==> src/rtl/rd_delay_queue.sv <==
// In-order read return queue: each entry carries its snapshot data and a countdown
// that ticks every cycle; the head is popped by the parent when its countdown hits 1.
module rd_delay_queue #(
  parameter int DATA_W = 256,
  parameter int QDEPTH = 4,
  parameter int CNT_W  = 4,
  parameter int QCNT_W = $clog2(QDEPTH + 1)
) (
  input  logic              master_clk,
  input  logic              reset,
  input  logic              push,
  input  logic [DATA_W-1:0] push_data,
  input  logic [CNT_W-1:0]  push_cnt,
  input  logic              pop,
  output logic [DATA_W-1:0] head_data,
  output logic [CNT_W-1:0]  head_cnt,
  output logic [QCNT_W-1:0] count
);

  localparam int PTR_W = (QDEPTH > 1) ? $clog2(QDEPTH) : 1;

  logic [DATA_W-1:0] data_q [QDEPTH];
  logic [CNT_W-1:0]  cnt_q  [QDEPTH];
  logic [PTR_W-1:0]  rd_ptr;
  logic [PTR_W-1:0]  wr_ptr;

  always_ff @(posedge master_clk) begin
    if (reset) begin
      rd_ptr <= '0;
      wr_ptr <= '0;
      count  <= '0;
    end else begin
      if (push) wr_ptr <= wr_ptr + PTR_W'(1);
      if (pop)  rd_ptr <= rd_ptr + PTR_W'(1);
      count <= count + QCNT_W'(push) - QCNT_W'(pop);
    end
  end

  // Free slots count down too; harmless since a push always reloads its slot.
  always_ff @(posedge master_clk) begin
    for (int i = 0; i < QDEPTH; i++) begin
      if (cnt_q[i] != '0) cnt_q[i] <= cnt_q[i] - CNT_W'(1);
    end
    if (push && !reset) begin
      data_q[wr_ptr] <= push_data;
      cnt_q[wr_ptr]  <= push_cnt;
    end
  end

  assign head_data = data_q[rd_ptr];
  assign head_cnt  = cnt_q[rd_ptr];

endmodule

==> config.mk <==
export PLATFORM = sky130hd
export DESIGN_NAME = rd_delay_queue
export DESIGN_NICKNAME = d
export VERILOG_FILES = /design/src/rtl/rd_delay_queue.sv
export SDC_FILE = /design/constraint.sdc
export NUM_CORES = 1
export LEC_CHECK = 0
export CAP_MARGIN = 20
export CORE_MARGIN = 4
export CORE_UTILIZATION = 40
export DETAILED_ROUTE_END_ITERATION = 10
export GPL_ROUTABILITY_DRIVEN = 0
export GPL_TIMING_DRIVEN = 1
export PLACE_DENSITY = 0.61
export SLEW_MARGIN = 30
export SYNTH_ARGS = -nofsm -noshare
export SYNTH_HDL_FRONTEND = slang
export SYNTH_SLANG_ARGS = --single-unit
==> constraint.sdc <==
create_clock -name master_clk -period 12.3 [get_ports master_clk]
set_input_delay 2.46 -clock master_clk [delete_from_list [all_inputs] [get_ports master_clk]]
set_output_delay 2.46 -clock master_clk [all_outputs]
set_load 0.01 [all_outputs]
==> out/metrics.yaml <==
crit_chain: "buf_4 > buf_12 > buf_16 > mux4_2 > clkdlybuf4s50_1"
hold_class: "reg2reg"
worst_hold_startpoint: "rd_ptr[0]"
critPathArrivalTime_ns: 4.26
p_leak_nw: 15.4
fill_cells: 7318
cts_buffers: 107
finish.utilization_pct: 51.4
drv_slew: 0
rrSetupSlack_ns: 8.44
grt_max_degree: 142
final_cell_mix: "edfxtp_1, clkdlybuf4s50_1, mux4_2, clkbuf_16, clkinv_1"
report.power.total_mw: 8.36
setup_viol: 0
dieArea_mm2: 0.101
die_height_um: 318
syn_nets: 1740
insertion_delay_ns: 0.69
fmax_mhz: 149
hold_depth: 2
antenna_found_initial: 19
die_x_um: 318
layout.nets: 2334
crit-reg2reg-launch: "wr_ptr[0]"
synth_compound_area_share_pct: 0.182
firstDrtPassIters: 5
clk_pin_slew_worst_paths_ns: 0.07
crit_path_end_kind: "output port"
hold_viol: 0
synthCells: 1461
vias: 17500
fin_crit_ns: 6.72
ff_latch_area_mm2: 0.0314
drt_iter0_drc: 1407
drive_gt1_share_pct: 20.9
io_pins: 527
r2r_end: "data_q[1][119]"
synthSimpleGateAreaFrac_pct: 0.446
avgSynthCellArea_um2: 26.3
core_mm2: 0.0952
drt-total-wl_mm: 82.1
grt_pass1_wl_mm: 122
ctsLongestPathBuffers: 3
crit_fanout: 68
placed_area_mm2: 0.0451
root_buffer: "clkbuf_16"
synth_xor_area_share_pct: 0.195
dp.cells: 3207
setup_total_negative_slack_ns: 0
fin_area_mm2: 0.0489
wl_per_cell_um: 24.0
ys_seq_elements: 1049
rsz0062_at_grt: "false"
synthMuxAreaShare_pct: 15.6
mostFrequentLayoutCell: "edfxtp_1"
synth_fa_ha_area_share_pct: 0.508
worstSetupPathType: "reg2out"
postCtsSetupBuffers: 0
gr-total-overflow: 0
cts.sinks: 1049
syn2layout_area_growth_pct: 27.2
start_util_pct: 40.4
h-tree-depth: 3
yosysWarnings: 0
dp_hpwl_mm: 49.5
pre_cts_slack_ns: 5.64
avgViaCountPerCell: 5.13
rr_worst_depth: 5
required_ns: 9.84
grt_usage_pct: 16.0
post_cts_resized: 0
slowest_stage: "dfxtp_4"
p_per_area_mw_per_mm2: 171
std_cell_rows: 113
final_cells: 3416
multi_input_area_mm2: 0.00650
drc: 0
hold_ws_ns: 0.552
worst_slew_pin_slew_ns: 1.00
grt_pass1_vias: 18300
numPortBuffers: 526
holdBufCountCts: 0
start_kind: "flip-flop"
slew_headroom_pct: 33.1
fin_skew_ns: 0.0326
synth_top_family_by_area: "multiplexers"
cts_tree: "built"
antenna_left: 0
cpPeakStageDelay_ns: 0.74
maxCapViolCount: 0
vdd_drop_max_mv: 0.112
status: "finished, final reports clean"
fin_crit_sh_pct: 54.6
setup_slack_ns: 5.58
syn_area_mm2: 0.0384
ys_seq_area_share_pct: 81.7
synth_cell_type_count: 25
worst max-delay path, delay by kind of cell, from the launching register on:
kind | cells | cell delay, ns
buffers and inverters | 4 | 2.04
flip-flops | 1 | 0.74
multiplexers | 1 | 0.58
cell type report:
cell class | count | share of cell area [%]
clock buffers | 122 | 5.64
inverters | 19 | 0.218
clock inverters | 72 | 1.81
flip-flops and latches | 1049 | 64.3
multi-input cells | 333 | 13.3
well taps | 1265 | 3.24
repair buffers | 545 | 11.5
diodes | 11 | 0.0563
report_power, final:
part / switching [mW] / total [mW] / internal [mW]
clock network: 1.32 / 3.31 / 1.99
registers: 0.0632 / 4.15 / 4.08
logic: 0.409 / 0.904 / 0.494
total: 1.79 / 8.36 / 6.57
cell usage after synthesis:
| master | count | share of area, % |
|---|---|---|
| a21bo_2 | 1 | 0.026 |
| a21oi_1 | 1 | 0.013 |
| a31oi_1 | 4 | 0.065 |
| buf_2 | 30 | 0.39 |
| buf_4 | 1 | 0.020 |
| buf_6 | 23 | 0.67 |
| clkbuf_1 | 6 | 0.059 |
| dfxtp_1 | 9 | 0.47 |
| edfxtp_1 | 1040 | 81 |
| fa_1 | 1 | 0.052 |
| ha_1 | 14 | 0.46 |
| inv_1 | 19 | 0.19 |
| mux2_2 | 4 | 0.12 |
| mux2i_1 | 9 | 0.23 |
| mux4_2 | 260 | 15 |
| nand3_1 | 4 | 0.052 |
| nand3b_1 | 5 | 0.098 |
| nor2_1 | 10 | 0.098 |
| nor2b_1 | 1 | 0.016 |
| nor4bb_1 | 4 | 0.10 |
| o31ai_1 | 4 | 0.078 |
| or4_1 | 4 | 0.078 |
| xnor2_1 | 2 | 0.046 |
| xnor3_1 | 1 | 0.059 |
| xor2_1 | 4 | 0.091 |
registers in the layout, summed over array words and instances (netlist names), named ones only:
| signal | cells |
|---|---|
| cnt_q | 16 |
| count | 3 |
| data_q | 1024 |
| rd_ptr | 2 |
| wr_ptr | 2 |
worst max path at each step:
stage                           to  slack (ns)  startpoint
floorplan             data_q[0][0]        3.87        push
global placement     data_q[1][67]        5.71       reset
detailed placement   data_q[1][67]        5.64       reset
CTS                 head_data[202]        5.43   flip-flop
global route        head_data[105]        5.18   flip-flop
finish              head_data[202]        5.58   flip-flop
routing by layer:
| metal | vias to the layer above | track usage (%) | share of wire, % |
|---|---|---|---|
| li1 | 7566 | - | - |
| met1 | 9263 | 21.2 | 41 |
| met2 | 586 | 26.0 | 50 |
| met3 | 98 | 4.94 | 8.1 |
| met4 | 16 | 4.09 | 1.7 |
| met5 | - | 0 | 0.12 |
logic make-up (layout without fill, tap and decap cells):
group,Yosys count,count (layout)
AO/OA/AOI/OAI,10,10
XOR/XNOR,7,7
adder cells (fa/ha/maj),15,15
buffers and inverters,79,758
flip-flops,1049,1049
multiplexers,273,273
other,0,11
AND/OR/NAND/NOR,28,28
(Power assumes the default switching activity.)
